File: src/rtl/fetch_pkg.sv
// -----------------------------------------------------------------------------
// fetch_pkg
// Shared definitions for the decoupled instruction-fetch queue.
//   FQ_XLEN      : word width the entry record is built for
//   FQ_RESET_PC  : default first fetch address after reset
//   FQ_NOP_INST  : default instruction presented when the queue is empty
//   fq_state_t   : fetch FSM states (FETCH issues, FLUSH drains stale responses)
//   fq_entry_t   : one queue entry {inst, pc, pcPlus4}
//   fq_sat_inc() : saturating 32-bit event-counter increment
// -----------------------------------------------------------------------------
package fetch_pkg;

    localparam int          FQ_XLEN     = 32;
    localparam logic [31:0] FQ_RESET_PC = 32'h0001_0000;
    localparam logic [31:0] FQ_NOP_INST = 32'h0000_0013;

    typedef enum logic {
        FQ_FETCH = 1'b0,
        FQ_FLUSH = 1'b1
    } fq_state_t;

    typedef struct packed {
        logic [FQ_XLEN-1:0] inst;
        logic [FQ_XLEN-1:0] pc;
        logic [FQ_XLEN-1:0] pcPlus4;
    } fq_entry_t;

    // Counters stick at all-ones instead of wrapping back to zero.
    function automatic logic [31:0] fq_sat_inc(input logic [31:0] value,
                                               input logic        event_hit);
        return (event_hit && (value != 32'hFFFF_FFFF)) ? value + 32'd1 : value;
    endfunction

endpackage : fetch_pkg

File: src/rtl/fq_ring.sv
// -----------------------------------------------------------------------------
// fq_ring
// Generic DEPTH x W register ring buffer with push, pop, clear and occupancy.
//   clk      : clock, all state on rising edge
//   reset    : synchronous active-high reset of pointers and occupancy
//   clear_i  : drop every entry; wins over push and pop in the same cycle
//   push_i   : write wdata_i at the tail (ignored when full and not popping)
//   wdata_i  : data to write
//   pop_i    : retire the head entry (ignored when empty)
//   head_o   : head entry, read straight from storage
//   count_o  : number of valid entries, 0..DEPTH
// DEPTH must be a power of two so the pointers wrap naturally.
// -----------------------------------------------------------------------------
module fq_ring
    import fetch_pkg::*;
#(
    parameter int DEPTH = 4,
    parameter int W     = 32
) (
    input  logic                       clk,
    input  logic                       reset,
    input  logic                       clear_i,
    input  logic                       push_i,
    input  logic [W-1:0]               wdata_i,
    input  logic                       pop_i,
    output logic [W-1:0]               head_o,
    output logic [$clog2(DEPTH+1)-1:0] count_o
);

    localparam int PW = $clog2(DEPTH);
    localparam int CW = $clog2(DEPTH + 1);

    logic [W-1:0]  mem_q [DEPTH];
    logic [PW-1:0] rd_ptr_q, rd_ptr_d;
    logic [PW-1:0] wr_ptr_q, wr_ptr_d;
    logic [CW-1:0] count_q, count_d;
    logic          do_push, do_pop;

    assign do_pop  = pop_i && (count_q != '0);
    // A push at full is only legal when the head leaves in the same cycle.
    assign do_push = push_i && ((count_q != CW'(DEPTH)) || do_pop);

    always_comb begin
        // NOTE: every next-state variable gets a default first so no path leaves it unassigned (no latch).
        rd_ptr_d = rd_ptr_q;
        wr_ptr_d = wr_ptr_q;
        count_d  = count_q;
        if (clear_i) begin
            rd_ptr_d = '0;
            wr_ptr_d = '0;
            count_d  = '0;
        end else begin
            if (do_push) wr_ptr_d = wr_ptr_q + PW'(1);
            if (do_pop)  rd_ptr_d = rd_ptr_q + PW'(1);
            case ({do_push, do_pop})
                2'b10:   count_d = count_q + CW'(1);
                2'b01:   count_d = count_q - CW'(1);
                default: count_d = count_q;
            endcase
        end
    end

    always_ff @(posedge clk) begin
        // NOTE: state registers use non-blocking assignments so every flop samples pre-edge values.
        if (reset) begin
            rd_ptr_q <= '0;
            wr_ptr_q <= '0;
            count_q  <= '0;
        end else begin
            rd_ptr_q <= rd_ptr_d;
            wr_ptr_q <= wr_ptr_d;
            count_q  <= count_d;
        end
    end

    // NOTE: storage is deliberately not reset; occupancy alone decides what is valid.
    always_ff @(posedge clk) begin
        if (do_push && !clear_i) begin
            mem_q[wr_ptr_q] <= wdata_i;
        end
    end

    assign head_o  = mem_q[rd_ptr_q];
    assign count_o = count_q;

endmodule : fq_ring

File: src/rtl/fetch_queue.sv
// -----------------------------------------------------------------------------
// fetch_queue
// Decoupled instruction-fetch front end: issues in-order requests to a
// variable-latency imem port, buffers up to DEPTH returned instructions with
// their PC and PC+4, and hands the head to ID over a valid/ready handshake.
// A redirect flushes the queue and drops responses still in flight.
//
// Ports
//   clk, reset          : clock; synchronous active-high reset
//   i_redirect          : flush and restart fetch at i_redirectPC (bit 0 cleared)
//   o_imemReq/Addr      : request valid / address
//   i_imemGnt           : request accepted this cycle
//   i_imemRvalid/Rdata  : in-order response valid / instruction
//   o_valid             : head entry valid to ID
//   o_inst/o_PC/o_PCPlus4 : head entry (NOP_INST / 0 / 0 when empty)
//   i_ready             : ID accepts the head
//   o_empty, o_full     : queue occupancy flags
// Optional (FETCH_QUEUE_STATS_EN defined):
//   o_statStall         : cycles with o_valid && !i_ready
//   o_statEmpty         : cycles with o_empty while in FETCH
//   o_statFlush         : number of redirects
// All statistics saturate at 32'hFFFF_FFFF and reset to 0.
// -----------------------------------------------------------------------------
module fetch_queue
    import fetch_pkg::*;
#(
    parameter int              XLEN     = FQ_XLEN,
    parameter int              DEPTH    = 4,
    parameter logic [XLEN-1:0] RESET_PC = FQ_RESET_PC,
    parameter logic [XLEN-1:0] NOP_INST = FQ_NOP_INST
) (
    input  logic            clk,
    input  logic            reset,
    input  logic            i_redirect,
    input  logic [XLEN-1:0] i_redirectPC,
    output logic            o_imemReq,
    output logic [XLEN-1:0] o_imemAddr,
    input  logic            i_imemGnt,
    input  logic            i_imemRvalid,
    input  logic [XLEN-1:0] i_imemRdata,
    output logic            o_valid,
    output logic [XLEN-1:0] o_inst,
    output logic [XLEN-1:0] o_PC,
    output logic [XLEN-1:0] o_PCPlus4,
    input  logic            i_ready,
    output logic            o_empty,
    output logic            o_full
`ifdef FETCH_QUEUE_STATS_EN
    ,
    output logic [31:0]     o_statStall,
    output logic [31:0]     o_statEmpty,
    output logic [31:0]     o_statFlush
`endif
);

    localparam int CW = $clog2(DEPTH + 1);

    // The entry record in the package is fixed at FQ_XLEN bits.
    if (XLEN != FQ_XLEN) begin : g_xlen_check
        $error("fetch_queue: XLEN must equal FQ_XLEN");
    end

    fq_state_t       state_q, state_d;
    logic [XLEN-1:0] fetch_pc_q, fetch_pc_d;
    logic [CW-1:0]   outst_q, outst_d;
    logic [CW-1:0]   discard_q, discard_d;

    logic [CW-1:0]   entry_count, shadow_count;
    fq_entry_t       entry_head, entry_wdata;
    logic [XLEN-1:0] shadow_head;
    logic [CW:0]     credit_used;
    logic            issue, resp_kept, resp_drop, enq, deq;

    // Credit rule: entries held plus requests in flight never exceed DEPTH,
    // so every kept response is guaranteed a free slot.
    assign credit_used = {1'b0, entry_count} + {1'b0, outst_q};
    assign o_imemReq   = (state_q == FQ_FETCH) && !reset && !i_redirect &&
                         (credit_used < (CW+1)'(DEPTH));
    assign o_imemAddr  = fetch_pc_q;
    assign issue       = o_imemReq && i_imemGnt;

    // A response with no recorded address is never enqueued.
    assign resp_kept = i_imemRvalid && (discard_q == '0) && (shadow_count != '0);
    assign resp_drop = i_imemRvalid && (discard_q != '0);
    assign enq       = resp_kept && !i_redirect;
    assign deq       = o_valid && i_ready && !i_redirect;

    assign entry_wdata = '{inst:    i_imemRdata,
                           pc:      shadow_head,
                           pcPlus4: shadow_head + XLEN'(4)};

    // Instruction queue handed to ID.
    fq_ring #(
        .DEPTH (DEPTH),
        .W     ($bits(fq_entry_t))
    ) u_entry_ring (
        .clk     (clk),
        .reset   (reset),
        .clear_i (i_redirect),
        .push_i  (enq),
        .wdata_i (entry_wdata),
        .pop_i   (deq),
        .head_o  (entry_head),
        .count_o (entry_count)
    );

    // Addresses of issued requests, matched to responses in order. Stale
    // responses after a redirect find it empty, so only kept ones pop it.
    fq_ring #(
        .DEPTH (DEPTH),
        .W     (XLEN)
    ) u_shadow_ring (
        .clk     (clk),
        .reset   (reset),
        .clear_i (i_redirect),
        .push_i  (issue),
        .wdata_i (fetch_pc_q),
        .pop_i   (resp_kept),
        .head_o  (shadow_head),
        .count_o (shadow_count)
    );

    always_comb begin
        state_d    = state_q;
        fetch_pc_d = fetch_pc_q;
        discard_d  = discard_q;
        outst_d    = outst_q;

        if (issue)        outst_d = outst_d + CW'(1);
        if (i_imemRvalid) outst_d = outst_d - CW'(1);

        if (i_redirect) begin
            // No issue happens this cycle, so outst_d already is "in flight
            // after this response": exactly the responses that must be dropped.
            fetch_pc_d = {i_redirectPC[XLEN-1:1], 1'b0};
            discard_d  = outst_d;
            state_d    = (outst_d != '0) ? FQ_FLUSH : FQ_FETCH;
        end else begin
            if (issue)     fetch_pc_d = fetch_pc_q + XLEN'(4);
            if (resp_drop) discard_d  = discard_q - CW'(1);
            if ((state_q == FQ_FLUSH) && (discard_d == '0)) state_d = FQ_FETCH;
        end
    end

    always_ff @(posedge clk) begin
        if (reset) begin
            state_q    <= FQ_FETCH;
            fetch_pc_q <= RESET_PC;
            outst_q    <= '0;
            discard_q  <= '0;
        end else begin
            state_q    <= state_d;
            fetch_pc_q <= fetch_pc_d;
            outst_q    <= outst_d;
            discard_q  <= discard_d;
        end
    end

    assign o_valid   = (entry_count != '0);
    assign o_empty   = (entry_count == '0);
    assign o_full    = (entry_count == CW'(DEPTH));
    assign o_inst    = o_valid ? entry_head.inst    : NOP_INST;
    assign o_PC      = o_valid ? entry_head.pc      : '0;
    assign o_PCPlus4 = o_valid ? entry_head.pcPlus4 : '0;

`ifdef FETCH_QUEUE_STATS_EN
    logic [31:0] stat_stall_q, stat_empty_q, stat_flush_q;

    always_ff @(posedge clk) begin
        if (reset) begin
            stat_stall_q <= '0;
            stat_empty_q <= '0;
            stat_flush_q <= '0;
        end else begin
            stat_stall_q <= fq_sat_inc(stat_stall_q, o_valid && !i_ready);
            stat_empty_q <= fq_sat_inc(stat_empty_q, o_empty && (state_q == FQ_FETCH));
            stat_flush_q <= fq_sat_inc(stat_flush_q, i_redirect);
        end
    end

    assign o_statStall = stat_stall_q;
    assign o_statEmpty = stat_empty_q;
    assign o_statFlush = stat_flush_q;
`endif

endmodule : fetch_queue

File: config.mk
export PLATFORM = sky130hd
export DESIGN_NAME = fetch_queue
export DESIGN_NICKNAME = d
export VERILOG_FILES = /design/src/rtl/fetch_pkg.sv /design/src/rtl/fq_ring.sv /design/src/rtl/fetch_queue.sv
export SDC_FILE = /design/constraint.sdc
export NUM_CORES = 1
export LEC_CHECK = 0
export ABC_CLOCK_PERIOD_IN_PS = 9000
export BUFFER_PORTS_ARGS = -buffer_cell sky130_fd_sc_hd__buf_2
export CAP_MARGIN = 20
export CORE_MARGIN = 5
export CORE_UTILIZATION = 30
export CTS_BUF_LIST = sky130_fd_sc_hd__clkbuf_16
export DETAILED_ROUTE_END_ITERATION = 6
export GPL_TIMING_DRIVEN = 1
export PLACE_DENSITY_LB_ADDON = 0.2
export SYNTH_ARGS = -nofsm -noshare
export SYNTH_HDL_FRONTEND = slang
export SYNTH_SLANG_ARGS = --single-unit
File: constraint.sdc
create_clock -name clk -period 9 [get_ports clk]
set_clock_uncertainty 0.1 [all_clocks]
set_input_delay 1.8 -clock clk [delete_from_list [all_inputs] [get_ports clk]]
set_output_delay 1.8 -clock clk [all_outputs]
set_load 0.01 [all_outputs]
==> run_results.csv <==
group,metric,value,unit
power,power.total,5.28,mW
drt,first_pass_iters,5,
timing,tns,0,ns
clocking,root_buffer,"clkbuf_16",
drt,top_layer,"met5",
cells_and_area,diodes,0,
grt,track_usage,12.9,%
timing,post-route-period-util,56.5,%
synth,synthSimpleGateAreaFrac,7.80,%
timing,finalWorstSetupSlack,3.92,ns
cells_and_area,final_common_cell,"edfxtp_1",
synth,yosysTopAreaCellShare,66.8,%
synth,ys_seq_area_share,71.8,%
cells_and_area,layout_common_cells,"edfxtp_1 (496), buf_2 (198), mux4_2 (115)",
hold_path,hold_end,"u_shadow_ring.count_o[2]",
synth,avgSynthCellArea,18.1,sq um
synth,synth_fa_ha_area_share,1.13,%
power,peakVddDrop,137,uV
setup_path,path_max_fanout,34,
cells_and_area,nFillCells,7034,
power,p_leak,8.71,nW
drt,wl_met2,24400,um
hold_path,min_path_type,"reg2reg",
drt,ant_nets,0,
setup_path,critPathArrivalTime,3.18,ns
timing,slew_violations,0,
clocking,cts_tree,"done",
drt,drt-met1-wl,23800,um
die,die_h,283,um
cells_and_area,drive_above_1_share,29.1,%
synth,synth_compound_area_share,2.36,%
drt,drc,0,
synth,dominantRegCellSynth,"edfxtp_1",
placement,post-place-ws,3.63,ns
placement,hpwl,31000,um
synth,synth_warnings,0,
synth,yosys-top-cells-area,"edfxtp_1 (67%), mux4_2 (12%), dfxtp_1 (5.0%)",
setup_path,endpoint_kind,"output port",
clocking,clkSinkCount,552,
clocking,cts_max_level,2,
run_status,status,"complete, no violations",
die,dieArea,0.0799,sq mm
timing,max-slew-margin-rel,30.9,%
die,rows,100,
clocking,post-cts-setup-buffer-count,0,
clocking,cts.path.max_buffers,3,
hold_path,hold_path.startpoint,"u_shadow_ring.count_o[2]",
timing,fmax,197,MHz
cells_and_area,area_growth,17.3,%
cells_and_area,nets,1532,
flow_run,maxCapViolations,0,
placement,io_buffers,197,
grt,grt_max_degree,87,
setup_path,required,7.10,ns
grt,overflow,0,
drt,wl_met3,3060,um
clocking,cts_resized,0,
die,core,0.0741,sq mm
synth,ys_ff_latch,552,
drt,via_per_inst,4.80,
power,pwr_density_cell,202,mW/mm^2
synth,synth-async-reset-ratio,0,%
synth,synthMuxAreaShare,13.1,%
grt,grt_pass1_wl,78600,um
placement,gp_congestion,0.741,
grt,grt_pass1_vias,12600,
synth,netlist_area,0.0223,sq mm
drt,vias,11800,
setup_path,reg2reg_slack,5.48,ns
synth,synth_xor_area_share,1.93,%
clocking,cts_buffers,61,
synth,synth_top_family_by_area,"multiplexers",
hold_path,whs_path_depth,2,
drt,drt_iter0_drc,752,
setup_path,cp-start-kind,"flip-flop",
timing,worst_slew_pin_slew,1.04,ns
placement,detailed_place.area,0.0243,sq mm
clocking,cts_hold_buf,0,
die,die_x,283,um
drt,routed_wl,52300,um
synth,synth_largest_area_cell,"edfxtp_1",
setup_path,r2r_end,"u_entry_ring.mem_q[0][20]",
timing,rsz0062_at_grt,"no",
timing,whs,0.422,ns
cells_and_area,final_area,0.0262,sq mm
synth,synth_edf_count,496,
die,ios,202,
clocking,clk_latency,0.60,ns
synth,yosys.cell_types.count,60,
timing,min_period,5.08,ns
drt,wire_per_inst,21.3,um
timing,final_hold_viol_count,0,
setup_path,reg2regPathDepth,7,
clocking,clk_pin_slew_worst_paths,0.06,ns
die,start_util,30.1,%
grt,antenna_found_initial,2,
timing,setup_violations,0,
synth,synth_cells,1229,
setup_path,crit_type,"reg2out",
## kinds of logic (layout without fill, tap and decap cells)
| group | Yosys count | in the layout |
|---|---|---|
| XOR/XNOR | 49 | 49 |
| multiplexers | 132 | 132 |
| adder cells (fa/ha/maj) | 19 | 19 |
| buffers and inverters | 88 | 348 |
| AND/OR/NAND/NOR | 308 | 308 |
| AO/OA/AOI/OAI | 80 | 80 |
| flip-flops | 552 | 552 |
| other | 1 | 3 |
## critical path, cell delays in order, from the launching register on
cell	delay, ns
dfxtp_4	0.83
buf_4	0.68
mux4_2	0.67
and2_1	0.21
buf_2	0.14
## final cells by class
type | instances | area (sq um) | area share [%]
clock buffer | 63 | 1580 | 6.03
clock inverter | 48 | 260 | 0.995
inverter | 25 | 93.8 | 0.359
multi-input combinational | 591 | 5890 | 22.5
sequential | 552 | 16000 | 61.3
tap | 969 | 1210 | 4.64
timing repair buffer | 212 | 1100 | 4.19
## report_power, final
part,switching [mW],internal [mW]
clock network,0.979,1.31
logic,0.0971,0.0585
registers,0.0321,2.81
## registers in the layout (all words and copies together) (netlist names), 3 cells and up, named ones only
name / cells
o_imemAddr: 31
outst_q: 3
u_entry_ring.mem_q: 372
u_shadow_ring.count_o: 3
u_shadow_ring.mem_q: 124
u_entry_ring.count_o: 3
discard_q: 3
## metrics by stage
stage	utilization, %	instances
finish	35.3	2460
global placement	32.8	2348
global route	35.3	2460
detailed placement	32.8	2348
CTS	35.3	2459
floorplan	-	1231
## worst max path at each step
stage	from	endpoint	slack, ns	cells after the start
after detailed placement	i_imemRvalid	u_entry_ring.mem_q[2][37]	3.63	5
after CTS	flip-flop	o_PCPlus4[1]	3.72	4
after global placement	i_imemRvalid	u_entry_ring.mem_q[2][86]	3.66	5
after global routing	flip-flop	o_PC[1]	3.63	4
final	flip-flop	o_PCPlus4[1]	3.92	4
after floorplan	i_imemRvalid	u_entry_ring.mem_q[0][10]	3.84	3
## routing by layer
layer  GRT usage, %  up-vias
met5              0        -
met4           2.82        2
met3           3.07       86
met2           20.9      327
met1           17.9     6073
li1               -     5308
## synthesized netlist by cell type, types with 9 or more instances
library cell / number
inv_1: 24
a31oi_1: 17
dfxtp_1: 56
clkbuf_1: 36
a21oi_1: 17
ha_1: 17
mux4_2: 115
mux4_1: 9
xnor2_1: 35
nand3_1: 26
o21ai_0: 13
edfxtp_1: 496
xor2_1: 14
nand2_1: 43
nor2_1: 48
and3_1: 14
and2_1: 107
nand4_1: 20
buf_2: 12
No activity file was read; power rests on OpenSTA's default activity.
